`config.mk`:
```
export PLATFORM = sky130hd
export DESIGN_NAME = fetch_unit_flat
export DESIGN_NICKNAME = d
export VERILOG_FILES = /design/src/rtl/fetch_unit_if.sv /design/src/rtl/fetch_unit.sv /design/src/flat_wrapper.sv
export SDC_FILE = /design/constraint.sdc
export NUM_CORES = 1
export LEC_CHECK = 0
export BUFFER_PORTS_ARGS = -buffer_cell sky130_fd_sc_hd__clkbuf_2
export CORE_UTILIZATION = 50
export DETAILED_ROUTE_END_ITERATION = 16
export GPL_TIMING_DRIVEN = 0
export PLACE_DENSITY = 0.76
export SLEW_MARGIN = 10
export SYNTH_ARGS = -nofsm -noshare
export SYNTH_HDL_FRONTEND = slang
export SYNTH_SLANG_ARGS = --single-unit
```
`constraint.sdc`:
```
create_clock -name clk -period 4.92 [get_ports clk]
set_input_delay 0.246 -clock clk [delete_from_list [all_inputs] [get_ports clk]]
set_output_delay 0.246 -clock clk [all_outputs]
set_load 0.01 [all_outputs]
```
`src/rtl/fetch_unit_if.sv`:
```
// Signal bundle between the fetch stage, its instruction memory, execute
// (redirects) and decode (valid/ready output register).
interface fetch_unit_if;
    logic [31:0] imem_addr;
    logic [31:0] imem_rdata;
    logic        redirect_valid;
    logic [31:0] redirect_target;
    logic        if_valid;
    logic        if_ready;
    logic [31:0] if_instr;
    logic [31:0] if_pc;
    logic [31:0] if_pc_plus4;
    logic        if_exc;
    logic [1:0]  if_exc_cause;
    logic [31:0] fetch_count;

    modport master (
        output imem_addr,
        input  imem_rdata,
        input  redirect_valid,
        input  redirect_target,
        output if_valid,
        input  if_ready,
        output if_instr,
        output if_pc,
        output if_pc_plus4,
        output if_exc,
        output if_exc_cause,
        output fetch_count
    );

    modport slave (
        input  imem_addr,
        output imem_rdata,
        output redirect_valid,
        output redirect_target,
        input  if_valid,
        output if_ready,
        input  if_instr,
        input  if_pc,
        input  if_pc_plus4,
        input  if_exc,
        input  if_exc_cause,
        input  fetch_count
    );
endinterface

```
`src/rtl/fetch_unit.sv`:
```
// Instruction-fetch stage: owns the PC, registers fetched words for decode,
// handles redirects and halts on misaligned or out-of-range fetches.
module fetch_unit #(
    parameter logic [31:0] RESET_PC   = 32'h0000_0000,
    parameter int unsigned IMEM_DEPTH = 64
) (
    input  logic         clk,
    input  logic         rst_n,
    fetch_unit_if.master bus
);

    localparam logic [31:0] NOP_INSTR       = 32'h0000_0013;
    localparam logic [1:0]  CAUSE_NONE      = 2'b00;
    localparam logic [1:0]  CAUSE_MISALIGN  = 2'b01;
    localparam logic [1:0]  CAUSE_RANGE     = 2'b10;

    typedef enum logic {
        ST_RUN,
        ST_HALT
    } state_e;

    state_e      state_q, state_d;
    logic [31:0] pc_q, pc_d;
    logic        valid_q, valid_d;
    logic [31:0] instr_q, instr_d;
    logic [31:0] ipc_q, ipc_d;
    logic [31:0] ipc4_q, ipc4_d;
    logic        exc_q, exc_d;
    logic [1:0]  cause_q, cause_d;
    logic [31:0] count_q, count_d;

    logic        load;
    logic        misaligned;
    logic        out_of_range;
    logic [31:0] pc_plus4;

    assign pc_plus4     = pc_q + 32'd4;
    assign misaligned   = (pc_q[1:0] != 2'b00);
    assign out_of_range = ({2'b00, pc_q[31:2]} >= IMEM_DEPTH);

    // NOTE: every variable gets a hold/default value before any branch so
    // no path through the block leaves it unassigned (no latch inferred).
    always_comb begin
        state_d = state_q;
        pc_d    = pc_q;
        valid_d = valid_q;
        instr_d = instr_q;
        ipc_d   = ipc_q;
        ipc4_d  = ipc4_q;
        exc_d   = exc_q;
        cause_d = cause_q;
        count_d = count_q;

        load = (!valid_q || bus.if_ready) && (state_q == ST_RUN) && !bus.redirect_valid;

        if (valid_q && bus.if_ready && !bus.redirect_valid) begin
            count_d = count_q + 32'd1;
        end

        if (bus.redirect_valid) begin
            // Squash whatever is in the output register; one bubble follows.
            pc_d    = bus.redirect_target;
            valid_d = 1'b0;
            state_d = ST_RUN;
        end else if (load) begin
            valid_d = 1'b1;
            ipc_d   = pc_q;
            ipc4_d  = pc_plus4;
            if (misaligned || out_of_range) begin
                instr_d = NOP_INSTR;
                exc_d   = 1'b1;
                cause_d = misaligned ? CAUSE_MISALIGN : CAUSE_RANGE;
                state_d = ST_HALT;
            end else begin
                instr_d = bus.imem_rdata;
                exc_d   = 1'b0;
                cause_d = CAUSE_NONE;
                pc_d    = pc_plus4;
            end
        end else if (valid_q && bus.if_ready) begin
            // Halted: the fault entry drains and nothing replaces it.
            valid_d = 1'b0;
        end
    end

    // NOTE: sequential state uses non-blocking assignments so all registers
    // update together from values sampled before the edge.
    always_ff @(posedge clk or negedge rst_n) begin
        if (!rst_n) begin
            state_q <= ST_RUN;
            pc_q    <= RESET_PC;
            valid_q <= 1'b0;
            instr_q <= NOP_INSTR;
            ipc_q   <= 32'h0;
            ipc4_q  <= 32'h0;
            exc_q   <= 1'b0;
            cause_q <= CAUSE_NONE;
            count_q <= 32'h0;
        end else begin
            state_q <= state_d;
            pc_q    <= pc_d;
            valid_q <= valid_d;
            instr_q <= instr_d;
            ipc_q   <= ipc_d;
            ipc4_q  <= ipc4_d;
            exc_q   <= exc_d;
            cause_q <= cause_d;
            count_q <= count_d;
        end
    end

    assign bus.imem_addr    = pc_q;
    assign bus.if_valid     = valid_q;
    assign bus.if_instr     = instr_q;
    assign bus.if_pc        = ipc_q;
    assign bus.if_pc_plus4  = ipc4_q;
    assign bus.if_exc       = exc_q;
    assign bus.if_exc_cause = cause_q;
    assign bus.fetch_count  = count_q;

endmodule
```
`src/flat_wrapper.sv`:
```
// flat-port wrapper written by rule: the top's interface ports become plain ports
module fetch_unit_flat 
#(
    parameter logic [31:0] RESET_PC   = 32'h0000_0000,
    parameter int unsigned IMEM_DEPTH = 64
)
  (clk, rst_n, bus_imem_addr, bus_imem_rdata, bus_redirect_valid, bus_redirect_target, bus_if_valid, bus_if_ready, bus_if_instr, bus_if_pc, bus_if_pc_plus4, bus_if_exc, bus_if_exc_cause, bus_fetch_count);
  fetch_unit_if bus_i ();
  input  logic clk;
  input  logic rst_n;
  output wire logic [$bits(bus_i.imem_addr)-1:0] bus_imem_addr;
  input wire logic [$bits(bus_i.imem_rdata)-1:0] bus_imem_rdata;
  input wire logic [$bits(bus_i.redirect_valid)-1:0] bus_redirect_valid;
  input wire logic [$bits(bus_i.redirect_target)-1:0] bus_redirect_target;
  output wire logic [$bits(bus_i.if_valid)-1:0] bus_if_valid;
  input wire logic [$bits(bus_i.if_ready)-1:0] bus_if_ready;
  output wire logic [$bits(bus_i.if_instr)-1:0] bus_if_instr;
  output wire logic [$bits(bus_i.if_pc)-1:0] bus_if_pc;
  output wire logic [$bits(bus_i.if_pc_plus4)-1:0] bus_if_pc_plus4;
  output wire logic [$bits(bus_i.if_exc)-1:0] bus_if_exc;
  output wire logic [$bits(bus_i.if_exc_cause)-1:0] bus_if_exc_cause;
  output wire logic [$bits(bus_i.fetch_count)-1:0] bus_fetch_count;
  assign bus_imem_addr = bus_i.imem_addr;
  assign bus_i.imem_rdata = bus_imem_rdata;
  assign bus_i.redirect_valid = bus_redirect_valid;
  assign bus_i.redirect_target = bus_redirect_target;
  assign bus_if_valid = bus_i.if_valid;
  assign bus_i.if_ready = bus_if_ready;
  assign bus_if_instr = bus_i.if_instr;
  assign bus_if_pc = bus_i.if_pc;
  assign bus_if_pc_plus4 = bus_i.if_pc_plus4;
  assign bus_if_exc = bus_i.if_exc;
  assign bus_if_exc_cause = bus_i.if_exc_cause;
  assign bus_fetch_count = bus_i.fetch_count;
  fetch_unit #(.RESET_PC(RESET_PC), .IMEM_DEPTH(IMEM_DEPTH)) u_core (.clk(clk), .rst_n(rst_n), .bus(bus_i));
endmodule
```
# Word level (Yosys, flattened, before mapping)
# Cells that the tools add are included.
[classes]
n_lt_le_gt_ge = 1
eq_ne = 1
addsub = 2
n_reduce_logical = 15
muxes = 13
n_bitwise = 2
[op_table]
columns = ["operator", "count"]
rows = [
  ["$mux 32", 4],
  ["$add 32x1->32 const B", 1],
  ["$add 32x3->32 const B", 1],
  ["$ge 30x7->1 const B", 1],
  ["$mux 1", 7],
  ["$reduce_and 2->1", 3],
  ["$reduce_bool 2->1", 3],
  ["$logic_and 1x1->1", 4],
  ["$mux 2", 2],
  ["$reduce_bool 3->1", 1],
  ["$logic_not 1->1", 2],
  ["$logic_or 1x1->1", 2],
  ["$ne 2x2->1 const B", 1],
  ["$not 1->1", 2],
]
[totals]
inputBits = 68
wordCells = 43
regBits = 165
out_inout_bits = 164

# Logic depth before layout (Yosys ltp)
# Gate-level depths: netlist of the first run.
[logic_depth]
ltp_word = 6
ltp_mapped = 8
ltp_nobuf = 6

# Least setup slack after synthesis of the first run
# OpenSTA, ideal clock, no wires.
[synth_path]
path_type = "reg2reg"
start = "register u_core.pc_q[18] (netlist: u_core.bus.imem_addr[18])"
end = "register u_core.pc_q[2] (netlist: u_core.bus.imem_addr[2])"
setup_slack_ns = 2.823
stages_incl_launch_ff = 8
path_buffers = 2
setup_ns = 0.126
period_less_slack_ns = 2.097
t_arrival_ns = 1.971
required_ns = 4.794
cell_sequence = "dfrtp_1 -> buf_6 -> nor4_2 -> nand4_1 -> or4_4 -> buf_6 -> o21a_1 -> a221o_1"
[synth_via]
elab_chain_len = 4
[synth_lines]
columns = ["item", "line_no", "source"]
rows = [
  ["from (decl)", "fetch_unit.sv:23", "logic [31:0] pc_q, pc_d;"],
  ["from (signal assigned)", "fetch_unit.sv:101", "pc_q <= pc_d;"],
  ["$ge 30x7->1", "fetch_unit.sv:39", "assign out_of_range = ({2'b00, pc_q[31:2]} >= IMEM_DEPTH);"],
  ["$logic_or 1x1->1", "fetch_unit.sv:69", "if (misaligned || out_of_range) begin"],
  ["$ne 2x2->1 (no line)", "--", ""],
  ["$reduce_and 2->1 (no line)", "--", ""],
]
# Every way passes these cells.
# A chain may end at the register's enable or synchronous reset.

# Final worst setup path of the first run
[layout_path]
start = "register u_core.pc_q[29] (netlist: u_core.bus.imem_addr[29])"
end = "register u_core.pc_q[5] (netlist: u_core.bus.imem_addr[5])"
# Same word-level chain as after synthesis.

==> metrics.cfg, run 1 <==
[yosys]
synth_cell_type_count=40
ys_seq_elements=163
seq_area_frac_synth=0.5771
synthesis.yosys.warnings=0
post_syn_area_per_cell_um2=10.14
netlist_area_mm2=0.007074
synth_fp_nets=769
netlist_instances=698

[pwr]
leakage_uw=0.004478
power_per_cell_area_mw_per_mm2=380.0
max-vdd-ir-drop_v=0.0002267

[layout]
layout.nets=1021
final_area_mm2=0.009049
final_common_cell=sky130_fd_sc_hd__clkbuf_2
area_delta_synth_final_pct=27.91
layout-drive-gt1-share=0.3219
mostFrequentLayoutCells=sky130_fd_sc_hd__clkbuf_2, sky130_fd_sc_hd__nand2_1, sky130_fd_sc_hd__dfrtp_1
n_antenna_cell=0

[placement]
half_perimeter_wire_length_after_placement_um=13390
placement.cell_area_mm2=0.008492
globalplace.congestion=0.8268
buffer_ports.inserted=231

[route]
dr.first_iter.drc_count=311
dr.pass1.iters=4
drc_errors=0
wl_per_cell_um=16.26
route.antenna.remaining_nets=0
post_drt_via_cell_ratio=5.182
wirelength_um=18590
routed-via-count=5923

[timing]
post-route-period-util=0.5179
timing_worst_slew_pin_value_ns=1.063
clock_skew_ns=0.01162
report.final.slew_viol_count=0
final-setup-viol-count=0
setup_repair_after_global_routing_missed_its_margin=no
finalWorstPathRequiredPeriod_ns=2.548
finalHoldViolations=0
achievable-frequency_mhz=392.5
hold_slack_ns=0.02421
totalNegativeSetupSlack_ns=0
max_slew_margin=0.2851

[clock_network]
cts.sink_count=163
clockRootBuffer=sky130_fd_sc_hd__clkbuf_16
cts.htree.levels=4
clock_slew_seen_by_the_registers_of_the_worst_setup_and_hold_paths_ns=0.06
ctsLongestPathBuffers=2
tritoncts_clock_tree=done
insertion_delay_ns=0.43
cts_buffers=17

[setup_path]
worstRegToRegCells=6
crit_path_top_delay_cell=sky130_fd_sc_hd__nor4_1
critical_path_required_ns=5.24
crit_fanout=10
critical_path_buf_inv_count=1
rr_startpoint=u_core.bus.imem_addr[29]
cp_top_family=simple AND/OR/NAND/NOR gates
timing.setup.critical_path_class=flop to flop
r2r_slack_ns=2.37
critical_path_cell_count=6
critical_path.reg2reg.endpoint=u_core.bus.imem_addr[5]
timing.critical_path.from_type=flop
crit_path_end_kind=flop
timing.critical_path.cells=nor4_1 > nand4_1 > or4_4 > buf_6 > or2_4 > o311ai_1
critical_path.max_stage_delay_ns=0.53
cp.arrival_ns=2.86

[global_routing]
grt_start_max_net_pins=84
grt_pass1_vias=5896
grt_first_pass_wirelength_um=29780
grtUsageMet3=0.07707
globalRoute.totalOverflow=0
globalRouteTotalUtil=0.2649
met1_usage=0.3361
antenna_found_initial=0
use_met2=0.4350
globalRoute.busiestLayer=met2

[run_status]
run_status=completed

[hold_path]
timing.hold.worst_endpoint=u_core.bus.imem_addr[4]
worst_hold_startpoint=bus_redirect_target[4]
hold_class=input port to flop
hold-path-cell-count=3

[job]
maxCapViolCount=0

[floorplan]
die_extent_in_y_um=120.9
initial_core_util=0.5116
io-pin-count=232
fp.dieArea_mm2=0.01463
core_mm2=0.01383
die_w_um=120.9
std_cell_rows=43

-- worst register-to-register path: stages (launching register included) --
cell                       delay (ns)
sky130_fd_sc_hd__dfrtp_1         0.45
sky130_fd_sc_hd__nor4_1          0.53
sky130_fd_sc_hd__nand4_1         0.27
sky130_fd_sc_hd__or4_4           0.52
sky130_fd_sc_hd__buf_6           0.17
sky130_fd_sc_hd__or2_4           0.26
sky130_fd_sc_hd__o311ai_1        0.24
-- stage by stage --
step	std cells	setup slack, ns	util	total power, uW
after CTS	1143	2.343	0.6544	3455
after detailed placement	1110	2.363	0.6142	2211
final	1143	2.372	0.6544	3438
after global routing	1143	2.204	0.6544	3583
after global placement	1109	0.7042	0.6115	2188
after floorplan	698	2.823	-	1906
-- cell usage after synthesis --
| library cell | n | area, um2 |
|---|---|---|
| sky130_fd_sc_hd__nand3_4 | 2 | 35.03 |
| sky130_fd_sc_hd__clkbuf_1 | 27 | 101.4 |
| sky130_fd_sc_hd__nand2b_1 | 3 | 18.77 |
| sky130_fd_sc_hd__buf_4 | 4 | 30.03 |
| sky130_fd_sc_hd__dfrtp_1 | 160 | 4004 |
| sky130_fd_sc_hd__nor4_4 | 1 | 21.27 |
| sky130_fd_sc_hd__nor4_1 | 4 | 25.02 |
| sky130_fd_sc_hd__and4_1 | 6 | 52.55 |
| sky130_fd_sc_hd__o311ai_1 | 6 | 52.55 |
| sky130_fd_sc_hd__inv_1 | 7 | 26.28 |
| sky130_fd_sc_hd__or2_1 | 1 | 6.260 |
| sky130_fd_sc_hd__xnor2_1 | 31 | 271.5 |
| sky130_fd_sc_hd__and3_1 | 8 | 50.05 |
| sky130_fd_sc_hd__nor4_2 | 5 | 62.56 |
| sky130_fd_sc_hd__nand2_1 | 212 | 795.8 |
| sky130_fd_sc_hd__buf_6 | 5 | 56.30 |
| sky130_fd_sc_hd__dfstp_2 | 3 | 78.83 |
| sky130_fd_sc_hd__nor3_2 | 1 | 10.01 |
| sky130_fd_sc_hd__mux2_2 | 24 | 270.3 |
| sky130_fd_sc_hd__o211ai_1 | 1 | 7.510 |
| sky130_fd_sc_hd__nor3b_1 | 1 | 7.510 |
| sky130_fd_sc_hd__a31oi_1 | 4 | 25.02 |
| sky130_fd_sc_hd__a221o_1 | 2 | 20.02 |
| sky130_fd_sc_hd__o31ai_1 | 1 | 7.510 |
| sky130_fd_sc_hd__ha_1 | 3 | 37.54 |
| sky130_fd_sc_hd__and3b_1 | 1 | 8.760 |
| sky130_fd_sc_hd__nand3_1 | 19 | 95.09 |
| sky130_fd_sc_hd__o21ai_0 | 71 | 355.3 |
| sky130_fd_sc_hd__xor2_1 | 25 | 219.0 |
| sky130_fd_sc_hd__buf_1 | 3 | 11.26 |
| sky130_fd_sc_hd__a21oi_1 | 2 | 10.01 |
| sky130_fd_sc_hd__nor2_1 | 18 | 67.56 |
| sky130_fd_sc_hd__or3_1 | 3 | 18.77 |
| sky130_fd_sc_hd__or2_4 | 1 | 8.760 |
| sky130_fd_sc_hd__or4_4 | 1 | 11.26 |
| sky130_fd_sc_hd__o21a_1 | 2 | 15.01 |
| sky130_fd_sc_hd__or4_1 | 2 | 15.01 |
| sky130_fd_sc_hd__nor3_1 | 3 | 15.01 |
| sky130_fd_sc_hd__buf_2 | 5 | 25.02 |
| sky130_fd_sc_hd__nand4_1 | 20 | 125.1 |
-- power breakdown --
part	internal, uW	switching, uW	leakage, uW
Clock	733	517	0.000268
Combinational	235	332	0.00213
Sequential	1490	131	0.00208
-- sequential cells by signal (all words and copies together) (netlist names) --
signal and count:
u_core.bus.if_pc 30, u_core.bus.fetch_count 32, u_core.bus.if_exc_cause 2, u_core.state_q 1, u_core.bus.if_pc_plus4 32, u_core.bus.if_instr 32
u_core.bus.imem_addr 32, u_core.bus.if_valid 1, u_core.bus.if_exc 1
-- kinds of logic after synthesis --
group	synth area share
adder cells (fa/ha/maj)	0.005307
multiplexers	0.03820
flip-flops	0.5771
XOR/XNOR	0.06933
AND/OR/NAND/NOR	0.2050
AO/OA/AOI/OAI	0.06968
buffers and inverters	0.03537
-- layer usage --
layer	up-vias	routed length [um]
met5	-	0
met4	0	293
met3	22	1312
met2	182	8974
met1	2882	8005
li1	2837	-
-- cell type report --
| cell class | instances | area [um2] |
|---|---|---|
| Fill cell | 1171 | 4778 |
| Sequential cell | 163 | 4083 |
| Multi-Input combinational cell | 484 | 2741 |
| Timing Repair Buffer | 233 | 1202 |
| Clock buffer | 26 | 489.2 |
| Tap cell | 180 | 225.2 |
| Buffer | 44 | 224.0 |
| Clock inverter | 6 | 57.56 |
| Inverter | 7 | 26.28 |
-- repair_timing --
action / CTS / global route
hold buffers: 1 / 0
buffers inserted: 0 / 0
hold endpoints to repair: 80 / 0
gates resized for setup: 0 / 0
-- how the worst max path moves through the flow --
| stage | start | to | slack, ns |
|---|---|---|---|
| after floorplan | u_core.bus.imem_addr[18] | u_core.bus.imem_addr[2] | 2.82 |
| after global placement | rst_n | u_core.bus.imem_addr[17] | 0.70 |
| after detailed placement | u_core.bus.imem_addr[29] | u_core.bus.imem_addr[3] | 2.36 |
| after CTS | u_core.bus.imem_addr[29] | u_core.bus.imem_addr[3] | 2.34 |
| after global routing | u_core.bus.if_valid | u_core.bus.if_pc[2] | 2.20 |
| final | u_core.bus.imem_addr[29] | u_core.bus.imem_addr[5] | 2.37 |
No activity file was read; power rests on OpenSTA's default activity.
==> run 2: changes to the inputs <==
==> constraint.sdc (replaced) <==
create_clock -name clk -period 2.4 [get_ports clk]
set_input_delay 0.12 -clock clk [delete_from_list [all_inputs] [get_ports clk]]
set_output_delay 0.12 -clock clk [all_outputs]
set_load 0.01 [all_outputs]
==> metrics.cfg, run 2 (synthesized netlist as in run 1, its figures left out) <==
[placement]
placedCellCount=1110
buffer_ports.inserted=231
globalplace.congestion=0.8268
placement.cell_area_mm2=0.008492
detailedPlace.worstSlack_ns=-0.1572
half_perimeter_wire_length_after_placement_um=13390

[setup_path]
cp.arrival_ns=2.66
timing.setup.critical_path_class=flop to flop
critical_path_required_ns=2.72
crit_path_top_delay_cell=sky130_fd_sc_hd__or4_4
cp_top_family=simple AND/OR/NAND/NOR gates
critical_path_buf_inv_count=2
crit_path_end_kind=flop
timing.critical_path.cells=nor4_4 > nand4_1 > or4_4 > buf_4 > clkbuf_1 > o21ai_0
crit_fanout=10
timing.critical_path.from_type=flop
critical_path.max_stage_delay_ns=0.53
r2r_slack_ns=0.06

[clock_network]
cts.htree.levels=4
tritoncts_clock_tree=done
cts.sink_count=163
ctsLongestPathBuffers=2
insertion_delay_ns=0.43
clock_slew_seen_by_the_registers_of_the_worst_setup_and_hold_paths_ns=0.06
cts_buffers=17
clockRootBuffer=sky130_fd_sc_hd__clkbuf_16

[floorplan]
die_w_um=120.9
std_cell_rows=43
initial_core_util=0.5116
core_mm2=0.01383
die_extent_in_y_um=120.9
io-pin-count=232
fp.dieArea_mm2=0.01463

[pwr]
report.power.total_uw=7178
max-vdd-ir-drop_v=0.0004669
leakage_uw=0.004799
power_per_cell_area_mw_per_mm2=733.0

[route]
dr.first_iter.drc_count=405
met2_wirelength_um=9980
drc_errors=0
route.antenna.remaining_nets=0
wirelength_um=20500
routed-via-count=6373
m1WireLength_um=8356
wl_per_cell_um=16.93
routed-wl-met3_um=1522
dr.pass1.iters=6
uppermost_signal_routing_layer_after_detailed_routing=met4
post_drt_via_cell_ratio=5.263

[timing]
achievable-frequency_mhz=427.3
totalNegativeSetupSlack_ns=0
worst_slack_ns=0.05989
timing_worst_slew_pin_value_ns=0.6852
clock_skew_ns=0.008854
finalWorstPathRequiredPeriod_ns=2.340
max_slew_margin=0.5398
report.final.slew_viol_count=0
post-route-period-util=0.9750
final-setup-viol-count=0
finalHoldViolations=0

[run_status]
run_status=completed

[global_routing]
globalRoute.totalOverflow=0
grt_start_max_net_pins=84
globalRouteTotalUtil=0.2924
antenna_found_initial=0
grt_pass1_vias=6532
grt_first_pass_wirelength_um=32720

[layout]
area_delta_synth_final_pct=38.43
n_antenna_cell=0
final_common_cell=sky130_fd_sc_hd__clkbuf_2
layout-drive-gt1-share=0.3152
final_area_mm2=0.009793
mostFrequentLayoutCells=sky130_fd_sc_hd__clkbuf_2, sky130_fd_sc_hd__nand2_1, sky130_fd_sc_hd__dfrtp_1
final_cells=1211
layout.nets=1089

[hold_path]
hold_class=input port to flop

[job]
maxCapViolCount=0

run 2: area by class of cell:
cell class / count / area, um2
buffer: 44 / 232.7
clock buffer: 26 / 489.2
clock inverter: 6 / 57.56
fill: 1037 / 4034
inverter: 7 / 26.28
multi-input combinational: 484 / 2806
sequential: 163 / 4083
tap: 180 / 225.2
timing repair buffer: 301 / 1873
run 2: what timing repair did:
item | 4_1_cts | 5_1_grt
setup endpoints to repair | 64 | 63
hold buffers | 65 | 0
setup buffers | 0 | 4
endpoints found under the hold margin | 144 | 0
gates resized for setup | 5 | 17
pin swaps | 0 | 3
run 2: per-layer routing:
layer | up-vias | global-route usage
li1 | 2989 | -
met1 | 3044 | 0.3474
met2 | 272 | 0.4850
met3 | 68 | 0.09727
met4 | 0 | 0.1227
met5 | - | 0
run 2: path summary, 6_finish.rpt:
kind / endpoint / from / cells past startpoint
worst max-delay path: u_core.bus.if_instr[19] / u_core.bus.imem_addr[29] / 6
worst min-delay path: u_core.bus.if_valid / bus_if_ready / 3
worst max register to register: u_core.bus.if_instr[19] / u_core.bus.imem_addr[29] / 6
worst min register to register: u_core.bus.if_instr[1] / u_core.bus.if_instr[1] / 2
max in group asynchronous: u_core.bus.if_instr[4] / rst_n / 3
min in group asynchronous: u_core.bus.fetch_count[7] / rst_n / 2
run 2: worst min-delay path, cell delays in order:
cell                       delay, ns
sky130_fd_sc_hd__clkbuf_2       0.08
sky130_fd_sc_hd__nand2b_1       0.17
sky130_fd_sc_hd__a21oi_1        0.08
run 2: metrics by stage:
stage,hold slack (ns),util
finish,0.07675,0.7083
global route,0.09213,0.7083
CTS,0.05468,0.7030
detailed placement,0.2106,0.6142
global placement,0.3243,0.6115
floorplan,-0.1756,-
run 2: report_power, final:
group | total, uW | internal (uW) | switching (uW)
Combinational | 1270 | 556 | 717
Clock | 2570 | 1500 | 1070
Sequential | 3330 | 3050 | 280
